[src/rtl/count_run_ctrl.sv]
// count_run_ctrl: shares one 2-bit up/down counter between two requesters.
// An IDLE cycle arbitrates round-robin and latches the winner's direction and
// length. RUN steps the counter once per clock. DONE pulses the owner's Done
// for one cycle, and the block then returns to IDLE.
//
// Handshake: ReqN is a level request sampled only in IDLE. GntN rises one edge
// after the winning request is sampled and stays high through RUN and DONE.
// DoneN is a one-cycle pulse in the last granted cycle. Req/Dir/Len changes
// made while granted are ignored, and a losing request is not queued.
module count_run_ctrl #(
  parameter int LEN_W = 4
) (
  input  logic             Clock,
  input  logic             Reset,
  input  logic             Req0,
  input  logic             Dir0,
  input  logic [LEN_W-1:0] Len0,
  input  logic             Req1,
  input  logic             Dir1,
  input  logic [LEN_W-1:0] Len1,
  output logic             Gnt0,
  output logic             Gnt1,
  output logic             Done0,
  output logic             Done1,
  output logic             Busy,
  output logic             Q_A,
  output logic             Q_B,
  output logic [1:0]       state_dbg
);

  typedef enum logic [1:0] {
    IDLE = 2'd0,
    RUN  = 2'd1,
    DONE = 2'd2
  } state_t;

  state_t           state, state_n;
  logic [1:0]       cnt, cnt_n;
  logic [LEN_W-1:0] rem, rem_n;
  logic             dir_q, dir_n;
  logic             owner, owner_n;   // requester that owns the current run
  logic             last, last_n;     // requester served most recently
  logic             win;
  logic [LEN_W-1:0] len_sel;

  // State and datapath registers; reset also abandons any run in progress.
  always_ff @(posedge Clock) begin
    if (!Reset) begin
      state <= IDLE;
      cnt   <= 2'b00;
      rem   <= '0;
      dir_q <= 1'b0;
      owner <= 1'b0;
      last  <= 1'b1;
    end else begin
      state <= state_n;
      cnt   <= cnt_n;
      rem   <= rem_n;
      dir_q <= dir_n;
      owner <= owner_n;
      last  <= last_n;
    end
  end

  // Next-state logic: arbitrate in IDLE, step in RUN, release after DONE.
  always_comb begin
    state_n = state;
    cnt_n   = cnt;
    rem_n   = rem;
    dir_n   = dir_q;
    owner_n = owner;
    last_n  = last;
    win     = 1'b0;
    len_sel = '0;
    case (state)
      IDLE: begin
        if (Req0 || Req1) begin
          // On a tie the requester that was not served last wins.
          win     = (Req0 && Req1) ? ~last : Req1;
          len_sel = win ? Len1 : Len0;
          owner_n = win;
          dir_n   = win ? Dir1 : Dir0;
          rem_n   = len_sel;
          state_n = (len_sel != '0) ? RUN : DONE;
        end
      end
      RUN: begin
        cnt_n = dir_q ? (cnt + 2'd1) : (cnt - 2'd1);
        rem_n = rem - LEN_W'(1);
        if (rem == LEN_W'(1)) begin
          state_n = DONE;
        end
      end
      DONE: begin
        state_n = IDLE;
        last_n  = owner;
      end
      default: begin
        state_n = IDLE;
      end
    endcase
  end

  assign Busy      = (state != IDLE);
  assign Gnt0      = Busy & ~owner;
  assign Gnt1      = Busy & owner;
  assign Done0     = (state == DONE) & ~owner;
  assign Done1     = (state == DONE) & owner;
  assign Q_A       = cnt[1];
  assign Q_B       = cnt[0];
  assign state_dbg = state;

endmodule

[config.mk]
export PLATFORM = sky130hd
export DESIGN_NAME = count_run_ctrl
export DESIGN_NICKNAME = d
export VERILOG_FILES = /design/src/rtl/count_run_ctrl.sv
export SDC_FILE = /design/constraint.sdc
export NUM_CORES = 1
export LEC_CHECK = 0
export BUFFER_PORTS_ARGS = -buffer_cell sky130_fd_sc_hd__buf_2
export CORE_MARGIN = 2
export CORE_UTILIZATION = 43
export CTS_CLUSTER_SIZE = 20
export DETAILED_ROUTE_END_ITERATION = 10
export PLACE_DENSITY = 0.71
export SYNTH_ARGS = -nofsm -noshare
export SYNTH_HDL_FRONTEND = slang
export SYNTH_SLANG_ARGS = --single-unit
[constraint.sdc]
create_clock -name Clock -period 1.2 [get_ports Clock]
set_input_delay 0.24 -clock Clock [delete_from_list [all_inputs] [get_ports Clock]]
set_output_delay 0.24 -clock Clock [all_outputs]
set_load 0.01 [all_outputs]
; Word level (Yosys, flattened, before mapping)
; Cells that the tools add are included.
[totals]
ff_bits = 11
inputBits = 14
word_cells = 39
[classes]
n_addsub = 3
eq_ne = 5
muxes = 10
n_bitwise = 6
reduce_logical = 9
[op_table]
columns = cell, count
row1 = two-way mux 2 bit, 4
row2 = two-way mux 4 bit, 2
row3 = one-hot mux 4 bit (2 select lines), 1
row4 = AND reduction 2 bit, 3
row5 = AND 1 bit, 4
row6 = "equality test 4 x 1 -> 1 bit, second input constant", 1
row7 = "inequality test 2 bit, second input constant", 2
row8 = one-hot mux 2 bit (2 select lines), 1
row9 = nonzero test 2 bit, 2
row10 = nonzero test 4 bit, 1
row11 = "subtractor 4 x 1 -> 4 bit, second input constant", 1
row12 = "adder 2 x 1 -> 2 bit, second input constant", 1
row13 = "equality test 2 x 1 -> 1 bit, second input constant", 1
row14 = "equality test 2 bit, second input constant", 1
row15 = zero test 2 bit, 1
row16 = two-way mux 1 bit, 2
row17 = inverter 1 bit, 2
row18 = "subtractor 2 x 1 -> 2 bit, second input constant", 1
row19 = logical AND 1 bit, 1
row20 = logical OR 1 bit, 1

; Logic depth before layout (Yosys ltp)
[depth]
word_depth = 7
mapped_depth = 6

; Worst setup path before layout
; Ideal clock, no wire load.
[synth_path]
kind = reg-to-reg
startpoint = register state[0], in the netlist state_dbg[0]
endpoint = register owner
arrival_time_ns = 1.132
required_time_ns = 1.085
slack_ns = -0.047
path_stages_with_launch = 5
path_buffers = 1
path_cell_list = dfxtp_1 -> buf_2 -> nor3_1 -> o21ai_0 -> and2_1
[synth_via]
elab_chain_len = 2
[synth_rtl]
columns = element, line
row1 = from (decl), 37  ; state_t state, state_n;
row2 = from (signal assigned), 56  ; state <= state_n;
row3 = zero test 2 bit, 75  ; case (state)
row4 = AND reduction 2 bit (no line), --
row5 = to (signal assigned), 60  ; owner <= owner_n;
row6 = to (decl), 41  ; logic owner, owner_n;
; No other way between the ends.
; A chain may end at the register's enable or synchronous reset.

; Final worst setup path
[layout_path]
startpoint = register state[0], in the netlist state_dbg[0]
endpoint = output Done1
[layout_via]
elab_chain_len = 2
[layout_rtl]
columns = element, line
row1 = equality test 2 bit, 108  ; assign Done1 = (state == DONE) & owner;
row2 = AND 1 bit, 108
row3 = to (decl), 24  ; output logic Done1,
; No other way between the ends.

==> impl_metrics.tcl <==
set metrics [dict create \
    status "finished, violations left" \
    violations "setup timing" \
    met1_length_um 748 \
    leakage_uw 0.000453 \
    worst-path-max-fanout 6 \
    netlist_area_um2 672 \
    ctsHtreeMaxLevel 1 \
    synth_compound_area_share_pct 21.2 \
    port_buffers 22 \
    final_hold_viol_count 0 \
    wire_per_inst_um 13.5 \
    synth-main-ff-cell "dfxtp_1" \
    wl_met3_um 57 \
    grt.total_usage_pct 19.9 \
    numCtsBuffers 3 \
    ant_nets 0 \
    ys_async_sr_fraction_pct 0 \
    period_share_pct 105 \
    dpl.hpwl_mm 1.23 \
    viasPerCell 5.47 \
    yosys.area_share.adder_pct 3.72 \
    instances_no_fill 127 \
    synth-simple-area-share_pct 26.6 \
    min_period_ns 1.26 \
    antenna_found_initial 0 \
    first_iter_violations 11 \
    n_antenna_cell 0 \
    dpl.cell_count 117 \
    maxSlewViolCount 0 \
    crit_required_ns 0.96 \
    layout_commonest_cell "buf_2" \
    drv_cap 0 \
    die_height_um 43.5 \
    fin_nets 128 \
    muxShareOfSynthArea_pct 7.45 \
    synth_xor_area_share_pct 3.91 \
    hold_slack_ns 0.245 \
    rows 14 \
    clockBufferDepth 2 \
    routed_wl_mm 1.72 \
    ios 23 \
    power.density_mw_per_mm2 1300 \
    grt_pass1_vias 681 \
    num_vias 695 \
    hold_class "primary input to flip-flop" \
    synth_top_family_by_area "simple AND/OR/NAND/NOR gates" \
    die-area_mm2 0.00189 \
    cp.arrival_ns 1.02 \
    drc 0 \
    clk_latency_ns 0.28 \
    clkTransAtPathRegs_ns 0.07 \
    synth_cell_types 35 \
    min_to "last$_SDFFE_PN1N_" \
    die_w_um 43.5 \
    clockRootBuffer "clkbuf_4" \
    layout_common_cells "buf_2, buf_4, dfxtp_1" \
    start_kind "flip-flop" \
    synth_seq_cells 11 \
    dr_wl_met2_um 891 \
    reg2reg_depth 5 \
    synth_edf_count 0 \
    core_mm2 0.00149 \
    cts-hold-fix-buffers 0 \
    synth_warnings 0 \
    syn_to_final_growth_pct 45.4 \
    slew_headroom_pct 77.4 \
    initial_core_util_pct 45.1 \
    area.sequential_um2 230 \
    clock.fmax_mhz 792 \
    worst_slew_pin_slew_ns 0.336 \
    grt_max_degree 12 \
    drt_pass1_iterations 4 \
    fin_util_pct 65.6 \
    multiInputGateArea_um2 477 \
    endpoint_kind "output port" \
    grt_pass1_wl_mm 2.85 \
    regToRegSetupSlack_ns -0.06 \
    syn-instance-count 77 \
    worstHoldStart "Reset" \
    pre_cts_ws_ns -0.0792 \
    drive_gt1_share_pct 49.5 \
    highest_layer "met4" \
    cts_tree "built" \
    cts_sinks 11 \
    r2r-end "rem[2]$_SDFFE_PN0P_" \
    r2r-start "last$_SDFFE_PN1N_" \
    avgSynthCellArea_um2 8.73 \
    fill_cells 124 \
    criticalPathCategory "flip-flop to output port" \
    seq_area_frac_synth_pct 32.8 \
    ir_drop_v 0.000749 \
    overflow 0 \
    setup_ws_ns -0.0619 \
    rsz0062_at_grt "true" \
    syn_nets 93 \
    holdPathStages 2 \
    setup_viol 8 \
    skew_ns 0.00378 \
    gp_congestion 0.737 \
]
[registers in the layout, indices dropped and copies added, names as in the netlist]
| register | count |
|---|---|
| state_dbg | 2 |
| last | 1 |
| rem | 4 |
| dir_q | 1 |
| cnt | 2 |
| owner | 1 |
[critical path, stage by stage (launching register included)]
cell and delay, ns:
dfxtp_4 0.37, nand2b_4 0.16, nor2_4 0.10, buf_6 0.11
[power by group]
part	total [uW]	leakage, uW	internal [uW]	switching [uW]
Clock	268	0.0000150	129	139
Combinational	505	0.000346	268	237
Sequential	498	0.0000920	428	69.5
Total	1270	0.000453	826	446
[layout make-up]
type,count,area share [%]
timing repair buffer,33,21.4
clock buffer,4,2.69
tap,16,2.05
inverter,4,1.54
sequential,11,23.6
multi-input combinational,59,48.8
[worst max path at each step]
stage / startpoint / endpoint / slack, ns / cells after the start
6_report: state_dbg[0]$_SDFFE_PN0P_ / Done1 / -0.06 / 3
5_1_grt: last$_SDFFE_PN1N_ / rem[1]$_SDFFE_PN0P_ / -0.11 / 5
4_1_cts: state_dbg[0]$_SDFFE_PN0P_ / Done1 / -0.06 / 3
3_5_place_dp: Req1 / rem[1]$_SDFFE_PN0P_ / -0.08 / 6
3_3_place_gp: Req1 / rem[1]$_SDFFE_PN0P_ / -0.07 / 6
2_1_floorplan: state_dbg[0]$_SDFFE_PN0P_ / owner$_SDFFE_PN0P_ / -0.01 / 4
[cell families after synthesis]
family	Yosys count
AND/OR/NAND/NOR	31
AO/OA/AOI/OAI	18
flip-flops	11
buffers and inverters	7
multiplexers	5
XOR/XNOR	3
adder cells (fa/ha/maj)	2
[Yosys cell counts, types with 2 or more instances]
cell,n,area share [%]
nand3b_1,2,2.2
xnor2_1,2,2.6
nor2_1,8,4.5
ha_1,2,3.7
nor2b_1,2,1.9
o211a_1,2,3.0
dfxtp_1,11,33
a21oi_1,3,2.2
buf_2,2,1.5
nor4_1,2,1.9
inv_1,4,2.2
nand2b_1,2,1.9
nor3_1,3,2.2
mux2i_1,5,7.4
nand2_1,4,2.2
and2_1,2,1.9
o21ai_0,3,2.2
[metal layers]
layer / GRT usage (%) / vias up
met5: 0 / -
met4: 6.67 / 0
met3: 2.50 / 3
met2: 35.5 / 11
met1: 24.7 / 337
li1: - / 344
[per-stage QoR]
step                TNS (ns)  instance area, um^2  power [uW]
floorplan            -0.0120                  676         770
global placement      -0.226                  827         899
detailed placement    -0.372                  827         910
CTS                   -0.445                  928        1250
global route          -0.812                  977        1340
finish                -0.393                  977        1270
[repair_timing]
action,4_1_cts,5_1_grt
setup endpoints to repair,12,14
pin swaps,3,2
setup buffers,4,2
resized for setup,16,10
Note: power is estimated with default switching activity, not from simulation.
